`src/rtl/disp_pkg.sv`:
```
// disp_pkg: shared definitions for the display scheduler.
//   - Digit and word geometry of the 8-digit BCD display driver.
//   - Blank codes (any nibble above 9 is dark in the driver; 0xF is used).
//   - Scheduler state encoding.
package disp_pkg;

  localparam int DIGITS  = 8;
  localparam int DIGIT_W = 4;
  localparam int WORD_W  = DIGITS * DIGIT_W;

  localparam logic [DIGIT_W-1:0] BLANK_DIGIT = 4'hF;
  localparam logic [WORD_W-1:0]  BLANK_WORD  = {DIGITS{BLANK_DIGIT}};

  typedef enum logic [1:0] {
    IDLE = 2'd0,
    SHOW = 2'd1,
    GAP  = 2'd2
  } state_e;

endpackage

```
`src/rtl/display_scheduler_tick_gen.sv`:
```
// tick_gen: tick prescaler for the display scheduler.
//   Counts 0..TICK_DIV-1 and flags tick during the last count, so one tick
//   is seen every TICK_DIV cycles. restart forces the count back to 0, which
//   lets the scheduler start each interval on an exact tick boundary.
// Ports:
//   clk      in   system clock
//   rst      in   synchronous reset, active-high
//   restart  in   clear the count on the next edge
//   tick     out  high for one cycle at the end of every TICK_DIV cycles
module tick_gen #(
  parameter int TICK_DIV = 100000
) (
  input  logic clk,
  input  logic rst,
  input  logic restart,
  output logic tick
);

  localparam int CNT_W = (TICK_DIV > 2) ? $clog2(TICK_DIV) : 1;

  logic [CNT_W-1:0] cnt_q, cnt_d;

  assign tick = (cnt_q == CNT_W'(TICK_DIV - 1));

  always_comb begin
    cnt_d = cnt_q + CNT_W'(1);
    if (restart || tick) begin
      cnt_d = '0;
    end
  end

  always_ff @(posedge clk) begin
    if (rst) begin
      cnt_q <= '0;
    end else begin
      cnt_q <= cnt_d;
    end
  end

endmodule

```
`src/rtl/display_scheduler.sv`:
```
// display_scheduler: time-shares the 8-digit display between a background
// word and NREQ message requesters, granted round-robin.
//
// state | meaning
// IDLE  | background shown, looking for a request to grant
// SHOW  | granted message shown until hold expires or abort
// GAP   | background shown for one tick before the next grant
//
// Ports:
//   clk          in   system clock
//   rst          in   synchronous reset, active-high
//   base_digits  in   background word, nibble 7 leftmost
//   req          in   level request per requester
//   req_digits   in   message word per requester (32 bits each)
//   req_hold     in   display time in ticks per requester (HOLD_W each)
//   abort        in   end the message currently shown
//   gnt          out  one-cycle one-hot grant pulse
//   done         out  one-cycle pulse to the owner when its message ends
//   busy         out  high in SHOW and GAP
//   digits_out   out  word to the display driver
//
// Optional build macro DISP_SCHED_BLINK_EN: blanks the message while the
// remaining hold is 3 or 1 ticks, giving an end-of-message blink.
module display_scheduler
  import disp_pkg::*;
#(
  parameter int NREQ     = 2,
  parameter int TICK_DIV = 100000,
  parameter int HOLD_W   = 12
) (
  input  logic                     clk,
  input  logic                     rst,
  input  logic [WORD_W-1:0]        base_digits,
  input  logic [NREQ-1:0]          req,
  input  logic [NREQ*WORD_W-1:0]   req_digits,
  input  logic [NREQ*HOLD_W-1:0]   req_hold,
  input  logic                     abort,
  output logic [NREQ-1:0]          gnt,
  output logic [NREQ-1:0]          done,
  output logic                     busy,
  output logic [WORD_W-1:0]        digits_out
);

  localparam int PTR_W = (NREQ > 1) ? $clog2(NREQ) : 1;

  state_e              state_q, state_d;
  logic [PTR_W-1:0]    rr_ptr_q, rr_ptr_d;
  logic [PTR_W-1:0]    owner_q, owner_d;
  logic [HOLD_W-1:0]   hold_cnt_q, hold_cnt_d;
  logic [WORD_W-1:0]   msg_q, msg_d;
  logic [NREQ-1:0]     gnt_q, gnt_d;
  logic [NREQ-1:0]     done_q, done_d;
  logic                busy_q, busy_d;
  logic [WORD_W-1:0]   digits_q, digits_d;

  logic                found;
  logic [PTR_W-1:0]    gidx;
  logic                tick;
  logic                restart;

  // Prescaler restarts whenever SHOW or GAP is entered so each interval
  // is a whole number of ticks long.
  assign restart = (state_d != state_q) && ((state_d == SHOW) || (state_d == GAP));

  tick_gen #(
    .TICK_DIV (TICK_DIV)
  ) u_tick_gen (
    .clk     (clk),
    .rst     (rst),
    .restart (restart),
    .tick    (tick)
  );

  // Round-robin search: first set req bit at or above rr_ptr, wrapping.
  always_comb begin
    int               idx;
    logic [PTR_W-1:0] cand;
    found = 1'b0;
    gidx  = '0;
    idx   = 0;
    cand  = '0;
    for (int k = 0; k < NREQ; k++) begin
      idx = int'(rr_ptr_q) + k;
      if (idx >= NREQ) begin
        idx = idx - NREQ;
      end
      cand = PTR_W'(idx);
      if (!found && req[cand]) begin
        found = 1'b1;
        gidx  = cand;
      end
    end
  end

  // Next-state logic
  always_comb begin
    state_d = state_q;
    case (state_q)
      IDLE: begin
        if (found) begin
          state_d = SHOW;
        end
      end
      SHOW: begin
        // abort wins over a coincident expiry; both lead to the same GAP
        if (abort) begin
          state_d = GAP;
        end else if (tick && (hold_cnt_q == HOLD_W'(1))) begin
          state_d = GAP;
        end
      end
      GAP: begin
        if (tick) begin
          state_d = IDLE;
        end
      end
      default: state_d = IDLE;
    endcase
  end

  // Output / datapath logic; outputs are computed from the next state so the
  // registered values line up with the state they describe.
  always_comb begin
    int                gsel;
    logic [HOLD_W-1:0] hold_sel;
    gnt_d      = '0;
    done_d     = '0;
    msg_d      = msg_q;
    hold_cnt_d = hold_cnt_q;
    owner_d    = owner_q;
    rr_ptr_d   = rr_ptr_q;
    gsel       = int'(gidx);
    hold_sel   = req_hold[HOLD_W*gsel +: HOLD_W];

    case (state_q)
      IDLE: begin
        if (found) begin
          gnt_d[gidx] = 1'b1;
          msg_d       = req_digits[WORD_W*gsel +: WORD_W];
          hold_cnt_d  = (hold_sel == '0) ? HOLD_W'(1) : hold_sel;
          owner_d     = gidx;
          if (gsel == NREQ - 1) begin
            rr_ptr_d = '0;
          end else begin
            rr_ptr_d = gidx + PTR_W'(1);
          end
        end
      end
      SHOW: begin
        if (state_d == GAP) begin
          done_d[owner_q] = 1'b1;
        end else if (tick) begin
          hold_cnt_d = hold_cnt_q - HOLD_W'(1);
        end
      end
      default: ;
    endcase

    busy_d = (state_d != IDLE);

    if (state_d == SHOW) begin
      digits_d = msg_d;
`ifdef DISP_SCHED_BLINK_EN
      if ((hold_cnt_d <= HOLD_W'(4)) && hold_cnt_d[0]) begin
        digits_d = BLANK_WORD;
      end
`endif
    end else begin
      digits_d = base_digits;
    end
  end

  // State and output registers
  always_ff @(posedge clk) begin
    if (rst) begin
      state_q    <= IDLE;
      rr_ptr_q   <= '0;
      owner_q    <= '0;
      hold_cnt_q <= '0;
      msg_q      <= BLANK_WORD;
      gnt_q      <= '0;
      done_q     <= '0;
      busy_q     <= 1'b0;
      digits_q   <= BLANK_WORD;
    end else begin
      state_q    <= state_d;
      rr_ptr_q   <= rr_ptr_d;
      owner_q    <= owner_d;
      hold_cnt_q <= hold_cnt_d;
      msg_q      <= msg_d;
      gnt_q      <= gnt_d;
      done_q     <= done_d;
      busy_q     <= busy_d;
      digits_q   <= digits_d;
    end
  end

  assign gnt        = gnt_q;
  assign done       = done_q;
  assign busy       = busy_q;
  assign digits_out = digits_q;

endmodule

```
`config.mk`:
```
export PLATFORM = sky130hd
export DESIGN_NAME = display_scheduler
export DESIGN_NICKNAME = d
export VERILOG_FILES = /design/src/rtl/disp_pkg.sv /design/src/rtl/display_scheduler_tick_gen.sv /design/src/rtl/display_scheduler.sv
export SDC_FILE = /design/constraint.sdc
export NUM_CORES = 1
export LEC_CHECK = 0
export CORE_ASPECT_RATIO = 1.25
export CORE_MARGIN = 5
export CORE_UTILIZATION = 49
export CTS_CLUSTER_SIZE = 12
export DETAILED_ROUTE_END_ITERATION = 10
export PLACE_DENSITY = 0.87
export SLEW_MARGIN = 15
export SYNTH_ARGS = -nofsm -noshare
export SYNTH_HDL_FRONTEND = slang
export SYNTH_SLANG_ARGS = --single-unit
```
`constraint.sdc`:
```
create_clock -name clk -period 4.2 [get_ports clk]
set_input_delay 0.84 -clock clk [delete_from_list [all_inputs] [get_ports clk]]
set_output_delay 0.84 -clock clk [all_outputs]
set_load 0.1 [all_outputs]
```
==> metrics.md, run 1 <==
| Metric | Value |
|---|---|
| Status | `complete, no violations` |
| PostCTS Resize Cnt | `0` |
| Area Overhead vs Synth | `42.0%` |
| FF-to-FF setup slack | `0.79 ns` |
| Synth unique cells | `52` |
| Register area | `0.00204 sq mm` |
| Final Wtd Congestion | `0.899` |
| DRT Wirelength | `14400 microns` |
| Share of cells above drive strength 1 | `5.91%` |
| Hold Path Sink | `u_tick_gen.cnt_q[0]$_SDFF_PP0_` |
| I/O Buffers | `161` |
| Synthesis Warnings | `0` |
| Via count | `4721` |
| Grt ovf | `0` |
| Fin Clk Skew | `0.00820 ns` |
| Max cap viols | `0` |
| Antenna viol nets, final | `0` |
| Initial antenna violation count | `0` |
| Clock Path Buffers | `2` |
| Router iterations before antenna repair | `5` |
| M2 GR Usage | `42.4%` |
| Setup crit end kind | `flip-flop` |
| Diode count | `0` |
| Post-Syn Area | `0.00476 sq mm` |
| NumNets Final | `837` |
| Top_reg_cell synth | `dfxtp_1` |
| Hold Slack | `0.472 ns` |
| Fmax | `0.293 GHz` |
| Slew Limit Fails | `0` |
| Post-synthesis instance total | `567` |
| H-tree levels | `3` |
| Final period util | `81.1%` |
| DIE AREA | `0.0118 sq mm` |
| First-pass GRT wire length | `23000 microns` |
| Crit-path max FO | `16` |
| CP max stage delay | `0.48 ns` |
| Die width | `98.1 microns` |
| EDFF count, synth | `0` |
| R2R depth | `11` |
| Via density | `5.64` |
| Worst path top cell family by delay | `compound AO/OA/AOI/OAI gates` |
| Initial core utilization | `49.8%` |
| Hold-fix buffers at CTS | `0` |
| CP bufs+invs | `1` |
| Starting DRT DRC Count | `276` |
| Critical-path top delay cell | `a211oi_2` |
| Hold violation total from the final report | `0` |
| Fill cell count | `732` |
| Core area | `0.00956 sq mm` |
| Flops & latches, synth | `102` |
| Most frequent cells in the layout | `clkdlybuf4s50_1 (160), dfxtp_1 (102), nand2_1 (77)` |
| Post-route DRC | `0` |
| GRT Max-Usage Layer | `met2` |
| # rows | `40` |
| Die H | `120 microns` |
| RSZ-0062 raised after global routing | `no` |
| DP HPWL | `9980 microns` |
| Met1 GRT Util | `27.1%` |
| Hold Crit Start | `u_tick_gen.cnt_q[0]$_SDFF_PP0_` |
| FF-to-FF End | `hold_cnt_q[8]$_SDFFE_PP0P_` |
| Hold WC Path Type | `reg -> reg` |
| Max_slew headroom | `30.9%` |
| Mapped Avg Cell Area | `8.39 sq um` |
| Vias in the first global route | `4656` |
| Total clock sinks | `102` |
| Clk_lat worst skew | `0.34 ns` |
| Reg2reg start | `u_tick_gen.cnt_q[0]$_SDFF_PP0_` |
| Register area share after synthesis | `42.9%` |
| CTS Buf Count | `9` |
| Tmin final | `3.41 ns` |
| Crit path kind | `reg -> reg` |
| Placed Instance Area | `0.00642 sq mm` |
| Async set-reset flop share out of synthesis | `0%` |
| Reg clk slew, reported paths | `0.07 ns` |
| Area of the multi-input gates | `0.00252 sq mm` |
| Most common cell after layout, fill and taps aside | `clkdlybuf4s50_1` |
| Largest net degree at the start of global routing | `66` |
| Final setup vio count | `0` |
| Number of I/O pins | `162` |
| Fin area | `0.00676 sq mm` |
| Worst slew pin tran | `1.03 ns` |
| WP data required | `4.41 ns` |
| Leak | `2.60 nW` |
| CP arrival | `3.62 ns` |
| Crit start category | `flip-flop` |
| CTS root buffer | `clkbuf_16` |
| Setup TNS | `0 ns` |
| Overall Global Routing Usage | `23.9%` |
| Peak supply drop | `0.319 mV` |
| CTS tree | `built` |
| Pwr/cell area | `484 mW/mm^2` |
| Net count after synthesis | `698` |
| Drt wl/cell | `17.3 microns` |
| Hold depth | `1` |
| Crit path cell chain | `ha_1, and4_1, and4_1, a41oi_1, o22a_1, inv_1, ha_1, a211oi_2, o21ai_2, o21ai_0, a21oi_1` |
| Setup bufs post-CTS | `0` |
| GRT met3 Usage | `5.06%` |
-- worst max-delay path by stage --
stage,from,to,slack (ns),cells after the start
after global placement,req[1],digits_out[11]$_SDFF_PP1_,0.84,8
after floorplan,req[1],digits_out[3]$_SDFF_PP1_,1.19,11
after CTS,u_tick_gen.cnt_q[0]$_SDFF_PP0_,digits_out[24]$_SDFF_PP1_,0.86,9
after detailed placement,req[1],digits_out[7]$_SDFF_PP1_,0.73,8
final,u_tick_gen.cnt_q[0]$_SDFF_PP0_,hold_cnt_q[8]$_SDFFE_PP0P_,0.79,11
after global routing,u_tick_gen.cnt_q[0]$_SDFF_PP0_,hold_cnt_q[10]$_SDFFE_PP0P_,0.55,11
-- metal layers --
layer / wire length (microns) / up-vias
met5: 0 / -
met4: 493 / 0
met3: 990 / 42
met2: 7290 / 193
met1: 5660 / 2237
li1: - / 2249
-- per-stage QoR --
step	util (%)	total power, W	std cells	setup WS [ns]
final	70.7	0.00327	837	0.792
after CTS	70.6	0.00328	837	0.859
after global placement	67.2	0.00235	821	0.844
after floorplan	-	0.00203	567	1.19
after detailed placement	67.2	0.00238	821	0.728
after global routing	70.7	0.00340	837	0.553
-- registers in the layout (all words and copies together) (netlist names) --
| name | count |
|---|---|
| busy | 1 |
| digits_out | 32 |
| done | 2 |
| gnt | 2 |
| hold_cnt_q | 12 |
| msg_q | 32 |
| owner_q | 1 |
| rr_ptr_q | 1 |
| state_q | 2 |
| u_tick_gen.cnt_q | 17 |
-- cells by family (layout without fill, tap and decap cells) --
group	after synthesis	after routing	share of synthesized area, %
AOI/OAI and AO/OA	123	123	18.5
muxes	10	10	2.32
buffers and inverters	53	197	4.63
DFF	102	102	42.9
and+or+nand+nor	257	257	27.1
xor gates and xnor gates	16	16	2.95
adders and majority gates	6	6	1.58
-- worst reg2reg max path, stage by stage (launching register included) --
cell and delay (ns):
dfxtp_1 0.33, ha_1 0.25, and4_1 0.24, and4_1 0.33
a41oi_1 0.38, o22a_1 0.29, inv_1 0.07, ha_1 0.22
a211oi_2 0.48, o21ai_2 0.32, o21ai_0 0.28, a21oi_1 0.09
-- synth_stat cells (all sizes together), types with 2 or more instances --
| master | count | area, sq um |
|---|---|---|
| o21ai | 8 | 47.6 |
| and3 | 4 | 25.0 |
| a31oi | 34 | 213 |
| nand3 | 6 | 30.0 |
| clkbuf | 25 | 93.8 |
| inv | 12 | 45.0 |
| nor2b | 33 | 206 |
| a211o | 35 | 307 |
| nor4 | 12 | 96.3 |
| mux2 | 8 | 90.1 |
| a211oi | 2 | 20.0 |
| mux2i | 2 | 20.0 |
| nor2 | 62 | 233 |
| nand2 | 77 | 289 |
| a21oi | 22 | 110 |
| nand4 | 5 | 31.3 |
| dfxtp | 102 | 2040 |
| buf | 16 | 81.3 |
| nor3 | 11 | 60.1 |
| and4 | 3 | 26.3 |
| o31ai | 3 | 27.5 |
| o21a | 3 | 22.5 |
| ha | 6 | 75.1 |
| a311oi | 2 | 17.5 |
| xnor2 | 8 | 70.1 |
| nand2b | 35 | 219 |
| xor2 | 8 | 70.1 |
| o211ai | 6 | 45.0 |
| nor4b | 2 | 17.5 |
-- layout make-up --
cell class / instances / area share, %
Timing Repair Buffer: 169 / 24.7
Tap cell: 126 / 2.33
Clock inverter: 5 / 1.20
Clock buffer: 11 / 3.59
Sequential cell: 102 / 30.2
Inverter: 12 / 0.667
Multi-Input combinational cell: 412 / 37.3
-- power by group --
| group | total [W] | leakage [nW] | switching [W] | internal [W] |
|---|---|---|---|---|
| registers | 0.00116 | 0.844 | 0.0000700 | 0.00109 |
| clock network | 0.000896 | 0.156 | 0.000356 | 0.000540 |
| logic | 0.00122 | 1.60 | 0.000798 | 0.000417 |
Power figures use the tool's default switching activity.
==> run 2, diff against run 1 <==
Settings changed: CORE_UTILIZATION 49 to 41, PLACE_DENSITY 0.87 to 0.78.
Clock period 4.2 ns to 3.1 ns, I/O delays scaled along.
==> run 2 against run 1 <==
Against the previous run: hold slack worse by 0.019 ns; combinational power up 34%; setup slack worse by 0.54 ns; non-clock buffer count up 6; sequential power up 35%; total power up 31%; fmax up 20%; die area up 18%.
==> metrics.md, run 2 (synthesis gave the netlist of run 1 again) <==
| Metric | Value |
|---|---|
| Critical-path top delay cell | `dfxtp_1 (was a211oi_2)` |
| Initial antenna violation count | `0 (unchanged)` |
| Status | `complete, no violations (unchanged)` |
| Final setup vio count | `0 (unchanged)` |
| Total clock sinks | `102 (unchanged)` |
| Setup bufs post-CTS | `0 (unchanged)` |
| Overall Global Routing Usage | `20.1% (was 23.9%)` |
| Worst slew pin tran | `0.716 ns (was 1.03 ns)` |
| Drt wl/cell | `16.3 microns (was 17.3 microns)` |
| R2R depth | `12 (was 11)` |
| Fmax | `0.351 GHz (was 0.293 GHz)` |
| Final period util | `91.9% (was 81.1%)` |
| Antenna viol nets, final | `0 (unchanged)` |
| Area Overhead vs Synth | `41.0% (was 42.0%)` |
| Via density | `5.45 (was 5.64)` |
| Clk_lat worst skew | `0.35 ns (was 0.34 ns)` |
| Crit-path max FO | `5 (was 16)` |
| CP arrival | `3.12 ns (was 3.62 ns)` |
| CP endpoint | `hold_cnt_q[0]$_SDFFE_PP0P_ (was hold_cnt_q[8]$_SDFFE_PP0P_)` |
| Placed Instance Area | `0.00641 sq mm (was 0.00642 sq mm)` |
| Reg clk slew, reported paths | `0.07 ns (about the same)` |
| RSZ-0062 raised after global routing | `no (unchanged)` |
| Max cap viols | `0 (unchanged)` |
| Most common cell after layout, fill and taps aside | `clkdlybuf4s50_1 (unchanged)` |
| FF-to-FF setup slack | `0.25 ns (was 0.79 ns)` |
| CP max stage delay | `0.34 ns (was 0.48 ns)` |
| Fin area | `0.00671 sq mm (was 0.00676 sq mm)` |
| Fill cell count | `1007 (was 732)` |
| Tmin final | `2.85 ns (was 3.41 ns)` |
| # rows | `44 (was 40)` |
| Crit path cell chain | `ha_1, and4_1, and4_1, a41oi_2, o22a_1, inv_1, ha_1, a211oi_2, buf_4, nand2_1, a211o_1, a21oi_1 (was ha_1, and4_1, and4_1, a41oi_1, o22a_1, inv_1, ha_1, a211oi_2, o21ai_2, o21ai_0, a21oi_1)` |
| First-pass GRT wire length | `22500 microns (was 23000 microns)` |
| Number of I/O pins | `162 (unchanged)` |
| DP HPWL | `9920 microns (was 9980 microns)` |
| Setup crit end kind | `flip-flop (unchanged)` |
| Router iterations before antenna repair | `5 (unchanged)` |
| Grt ovf | `0 (unchanged)` |
| Die H | `130 microns (was 120 microns)` |
| Pwr/cell area | `639 mW/mm^2 (was 484 mW/mm^2)` |
| WP data required | `3.37 ns (was 4.41 ns)` |
| Post-route DRC | `0 (unchanged)` |
| Slew Limit Fails | `0 (unchanged)` |
| Max_slew headroom | `51.8% (was 30.9%)` |
| Clock Path Buffers | `2 (unchanged)` |
| Fin Clk Skew | `0.00700 ns (was 0.00820 ns)` |
| Reg2reg start | `u_tick_gen.cnt_q[0]$_SDFF_PP0_ (unchanged)` |
| Most frequent cells in the layout | `clkdlybuf4s50_1 (123), dfxtp_1 (102), nand2_1 (77) (was clkdlybuf4s50_1 (160), dfxtp_1 (102), nand2_1 (77))` |
| CTS tree | `built (unchanged)` |
| FF-to-FF End | `hold_cnt_q[0]$_SDFFE_PP0P_ (was hold_cnt_q[8]$_SDFFE_PP0P_)` |
| Leak | `2.64 nW (was 2.60 nW)` |
| Setup TNS | `0 ns (unchanged)` |
| Peak supply drop | `0.276 mV (was 0.319 mV)` |
| Crit path kind | `reg -> reg (unchanged)` |
| H-tree levels | `3 (unchanged)` |
| CTS root buffer | `clkbuf_16 (unchanged)` |
| Crit path from | `u_tick_gen.cnt_q[0]$_SDFF_PP0_ (unchanged)` |
| Hold-fix buffers at CTS | `0 (unchanged)` |
| I/O Buffers | `161 (unchanged)` |
| Vias in the first global route | `4673 (was 4656)` |
| Hold WC Path Type | `reg -> reg (unchanged)` |
| Largest net degree at the start of global routing | `66 (unchanged)` |
| Starting DRT DRC Count | `242 (was 276)` |
| Initial core utilization | `41.3% (was 49.8%)` |
| Die width | `106 microns (was 98.1 microns)` |
| DRT Wirelength | `14000 microns (was 14400 microns)` |
| Share of cells above drive strength 1 | `12.1% (was 5.91%)` |
| Crit start category | `flip-flop (unchanged)` |
| Via count | `4669 (was 4721)` |
| Core area | `0.0115 sq mm (was 0.00956 sq mm)` |
| Final Wtd Congestion | `0.910 (was 0.899)` |
| Hold violation total from the final report | `0 (unchanged)` |
| DIE AREA | `0.0139 sq mm (was 0.0118 sq mm)` |
| CTS Buf Count | `9 (unchanged)` |
| NumNets Final | `843 (was 837)` |
-- run 2: cell types whose count changed in the layout (fill, tap and decap cells not counted), moves of 2 or more --
cell	before	now
buf_12	0	2
clkdlybuf4s50_1	160	123
buf_4	8	49
bufinv_16	2	0
-- run 2: cell type report --
type / count / area, sq um / area share, %
multi-input combinational: 412 / 2520 / 37.5
sequential: 102 / 2040 / 30.4
timing repair buffer: 175 / 1640 / 24.5
clock buffer: 9 / 225 / 3.36
tap: 138 / 173 / 2.57
clock inverter: 7 / 57.6 / 0.858
inverter: 12 / 45.0 / 0.672
antenna: 1 / 2.50 / 0.0373
-- run 2: routing by layer --
layer	GRT usage [%]	share of wire, %
met2	35.5	50
met3	3.44	6.0
met4	11.6	3.7
met1	23.0	40
met5	0	0
-- run 2: critical path: cells and delay by family, from the launching register on --
family / cells / cell delay [ns]
flip-flops: 1 / 0.34
buffers and inverters: 2 / 0.24
AND/OR/NAND/NOR: 3 / 0.58
adder cells (fa/ha/maj): 2 / 0.46
AO/OA/AOI/OAI: 5 / 1.15
-- run 2: how the worst min path moves through the flow --
stage / cells past startpoint / endpoint / startpoint
6_report: 1 / done[0]$_SDFF_PP0_ / owner_q$_SDFFE_PP0P_
5_1_grt: 1 / done[0]$_SDFF_PP0_ / owner_q$_SDFFE_PP0P_
4_1_cts: 1 / done[0]$_SDFF_PP0_ / owner_q$_SDFFE_PP0P_
3_5_place_dp: 1 / done[0]$_SDFF_PP0_ / owner_q$_SDFFE_PP0P_
3_3_place_gp: 1 / u_tick_gen.cnt_q[0]$_SDFF_PP0_ / u_tick_gen.cnt_q[0]$_SDFF_PP0_
2_1_floorplan: 1 / done[0]$_SDFF_PP0_ / owner_q$_SDFFE_PP0P_
-- run 2: stage by stage --
| stage | std cells | total power, W | hold WS [ns] | utilization [%] | worst slack, ns |
|---|---|---|---|---|---|
| floorplan | 567 | 0.00276 | 0.416 | - | 0.224 |
| global placement | 839 | 0.00320 | 0.431 | 55.7 | 0.207 |
| detailed placement | 839 | 0.00323 | 0.440 | 55.7 | 0.132 |
| CTS | 855 | 0.00432 | 0.452 | 58.2 | 0.186 |
| global route | 855 | 0.00450 | 0.464 | 58.3 | 0.0411 |
| finish | 856 | 0.00429 | 0.453 | 58.3 | 0.252 |
-- run 2: what timing repair did --
item	in CTS	in global routing
endpoints found under the setup margin	0	11
endpoints found under the hold margin	0	0
gates resized for setup	0	1
-- run 2: where the power goes --
group | total [W] | switching [W] | leakage, nW | internal (W)
Combinational | 0.00164 | 0.00108 | 1.66 | 0.000557
Clock | 0.00108 | 0.000524 | 0.134 | 0.000556
Sequential | 0.00157 | 0.0000908 | 0.844 | 0.00148
Total | 0.00429 | 0.00170 | 2.64 | 0.00259
==> run 3, diff against run 2 <==
Settings changed: PLACE_DENSITY 0.78 to 0.76.
==> run 3 against run 2 <==
Against the previous run: register-to-register slack worse by 0.05 ns; critical path depth down 1; cell area up 1.3%; non-clock buffer count down 1; largest cell class unchanged; die area unchanged; critical endpoint is now hold_cnt_q[4]$_SDFFE_PP0P_; core utilization up 0.76 points; cell count down 0.23%; sequential power about the same; clock power up 22%; via count down 0.36%.
==> metrics.md, run 3 (synthesis gave the netlist of run 1 again) <==
| Metric | Value |
|---|---|
| Peak supply drop | `0.261 mV (was 0.276 mV)` |
| CTS tree | `built (unchanged)` |
| Crit-path max FO | `16 (was 5)` |
| CTS root buffer | `clkbuf_16 (unchanged)` |
| Crit start category | `flip-flop (unchanged)` |
| Post-route DRC | `0 (unchanged)` |
| Post-layout util | `59.0% (was 58.3%)` |
| Overall Global Routing Usage | `20.6% (was 20.1%)` |
| Diode count | `0 (was 1)` |
| NumNets Final | `842 (was 843)` |
| First-pass GRT wire length | `22900 microns (was 22500 microns)` |
| Clock Path Buffers | `2 (unchanged)` |
| Leak | `2.68 nW (was 2.64 nW)` |
| Max cap viols | `0 (unchanged)` |
| Tmin final | `2.90 ns (was 2.85 ns)` |
| Starting DRT DRC Count | `243 (was 242)` |
| Slew Limit Fails | `0 (unchanged)` |
| Crit path cell chain | `ha_1, nor4b_1, a41oi_2, o22a_1, inv_1, ha_1, a211oi_4, buf_4, o21ai_4, a21oi_1, a221oi_1 (was ha_1, and4_1, and4_1, a41oi_2, o22a_1, inv_1, ha_1, a211oi_2, buf_4, nand2_1, a211o_1, a21oi_1)` |
| Pre-CTS WS | `-0.0421 ns (was 0.132 ns)` |
| Antenna viol nets, final | `0 (unchanged)` |
| Initial core utilization | `41.3% (unchanged)` |
| Fmax | `0.345 GHz (was 0.351 GHz)` |
| CP max stage delay | `0.47 ns (was 0.34 ns)` |
| H-tree levels | `3 (unchanged)` |
| Worst slew pin tran | `0.823 ns (was 0.716 ns)` |
| Most frequent cells in the layout | `clkdlybuf4s50_1 (123), dfxtp_1 (102), nand2_1 (77) (unchanged)` |
| Status | `complete, no violations (unchanged)` |
| Design Power | `0.00454 W (was 0.00429 W)` |
| Share of cells above drive strength 1 | `12.3% (was 12.1%)` |
| Critical-path top delay cell | `nor4b_1 (was dfxtp_1)` |
| Largest net degree at the start of global routing | `66 (unchanged)` |
| Final period util | `93.6% (was 91.9%)` |
| Final Wtd Congestion | `0.883 (was 0.910)` |
| DIE AREA | `0.0139 sq mm (unchanged)` |
| Fin Clk Skew | `0.00681 ns (was 0.00700 ns)` |
| Fill cell count | `1006 (was 1007)` |
| Reg clk slew, reported paths | `0.07 ns (about the same)` |
| Vias in the first global route | `4616 (was 4673)` |
| WP data required | `3.35 ns (was 3.37 ns)` |
| Number of I/O pins | `162 (unchanged)` |
| Fin worst setup slack | `0.199 ns (was 0.252 ns)` |
| DRT Wirelength | `14400 microns (was 14000 microns)` |
| RSZ-0062 raised after global routing | `no (unchanged)` |
| Max_slew headroom | `44.6% (was 51.8%)` |
| Grt ovf | `0 (unchanged)` |
| Die width | `106 microns (unchanged)` |
| Pwr/cell area | `668 mW/mm^2 (was 639 mW/mm^2)` |
| Die H | `130 microns (unchanged)` |
| Area Overhead vs Synth | `42.9% (was 41.0%)` |
| Drt wl/cell | `16.8 microns (was 16.3 microns)` |
| I/O Buffers | `161 (unchanged)` |
| Critical path's most frequent cell | `ha_1` |
| CTS Buf Count | `9 (unchanged)` |
| Via count | `4652 (was 4669)` |
| Via density | `5.45 (about the same)` |
| Clk_lat worst skew | `0.34 ns (was 0.35 ns)` |
| Setup crit end kind | `flip-flop (unchanged)` |
| Most common cell after layout, fill and taps aside | `clkdlybuf4s50_1 (unchanged)` |
| # rows | `44 (unchanged)` |
| Hold WC Path Type | `reg -> reg (unchanged)` |
| Total clock sinks | `102 (unchanged)` |
| Crit path kind | `reg -> reg (unchanged)` |
| Router iterations before antenna repair | `5 (unchanged)` |
| Final setup vio count | `0 (unchanged)` |
| DP HPWL | `10100 microns (was 9920 microns)` |
| Hold Slack | `0.457 ns (was 0.453 ns)` |
| Initial antenna violation count | `0 (unchanged)` |
| CP arrival | `3.15 ns (was 3.12 ns)` |
| Hold violation total from the final report | `0 (unchanged)` |
| Core area | `0.0115 sq mm (unchanged)` |
[run 3: changes by cell type in the layout (fill, tap and decap cells not counted), sizes merged]
cell / delta
diode: -1
clkbuf: +2
clkinvlp: -2
inv: -2
bufinv: +3
buf: -1
clkinv: -1
[run 3: worst max-delay path, delay by kind of cell, from the launching register on]
kind            cells  cell delay [ns]
compound gates      6             1.19
simple gates        1             0.47
flops               1             0.45
fa+ha+maj           2             0.42
buf+inv             2             0.25
[run 3: per-stage QoR]
step / cell area (sq um) / instances / TNS (ns)
after CTS: 6760 / 852 / 0
after detailed placement: 6390 / 836 / -0.255
final: 6790 / 854 / 0
after floorplan: 4760 / 567 / 0
after global placement: 6390 / 836 / 0
after global routing: 6790 / 854 / 0
[run 3: layout make-up]
| cell class | instances | area (sq um) | area share, % |
|---|---|---|---|
| clock inverter | 5 | 104 | 1.53 |
| clock buffer | 11 | 253 | 3.72 |
| tap | 138 | 173 | 2.54 |
| multi-input combinational | 412 | 2540 | 37.4 |
| inverter | 12 | 45.0 | 0.663 |
| sequential | 102 | 2040 | 30.1 |
| timing repair buffer | 174 | 1640 | 24.1 |
[run 3: worst paths after layout]
check                            startpoint  slack, ns  cells after the start                             end
max              hold_cnt_q[0]$_SDFFE_PP0P_       0.20                     11      hold_cnt_q[4]$_SDFFE_PP0P_
min          u_tick_gen.cnt_q[0]$_SDFF_PP0_       0.46                      1  u_tick_gen.cnt_q[0]$_SDFF_PP0_
max reg2reg      hold_cnt_q[0]$_SDFFE_PP0P_       0.20                     11      hold_cnt_q[4]$_SDFFE_PP0P_
min reg2reg  u_tick_gen.cnt_q[0]$_SDFF_PP0_       0.46                      1  u_tick_gen.cnt_q[0]$_SDFF_PP0_
[run 3: what timing repair did]
action	4_1_cts	5_1_grt
setup buffers	0	2
resized for setup	1	4
setup endpoints to repair	3	26
pin swaps	0	1
gates cloned	0	0
hold buffers	0	0
[run 3: power breakdown]
part / switching [W] / total [W] / internal (W)
Clock: 0.000488 / 0.00132 / 0.000835
Combinational: 0.00109 / 0.00165 / 0.000554
Sequential: 0.0000910 / 0.00157 / 0.00148
[run 3: metal layers]
layer  track usage [%]  vias to the layer above  part of all wire (%)
met5                 0                        -                     0
met4              9.15                        0                   3.0
met3              3.44                       26                   7.0
met2              36.6                      173                    50
met1              24.4                     2190                    40
li1                  -                     2263                     -
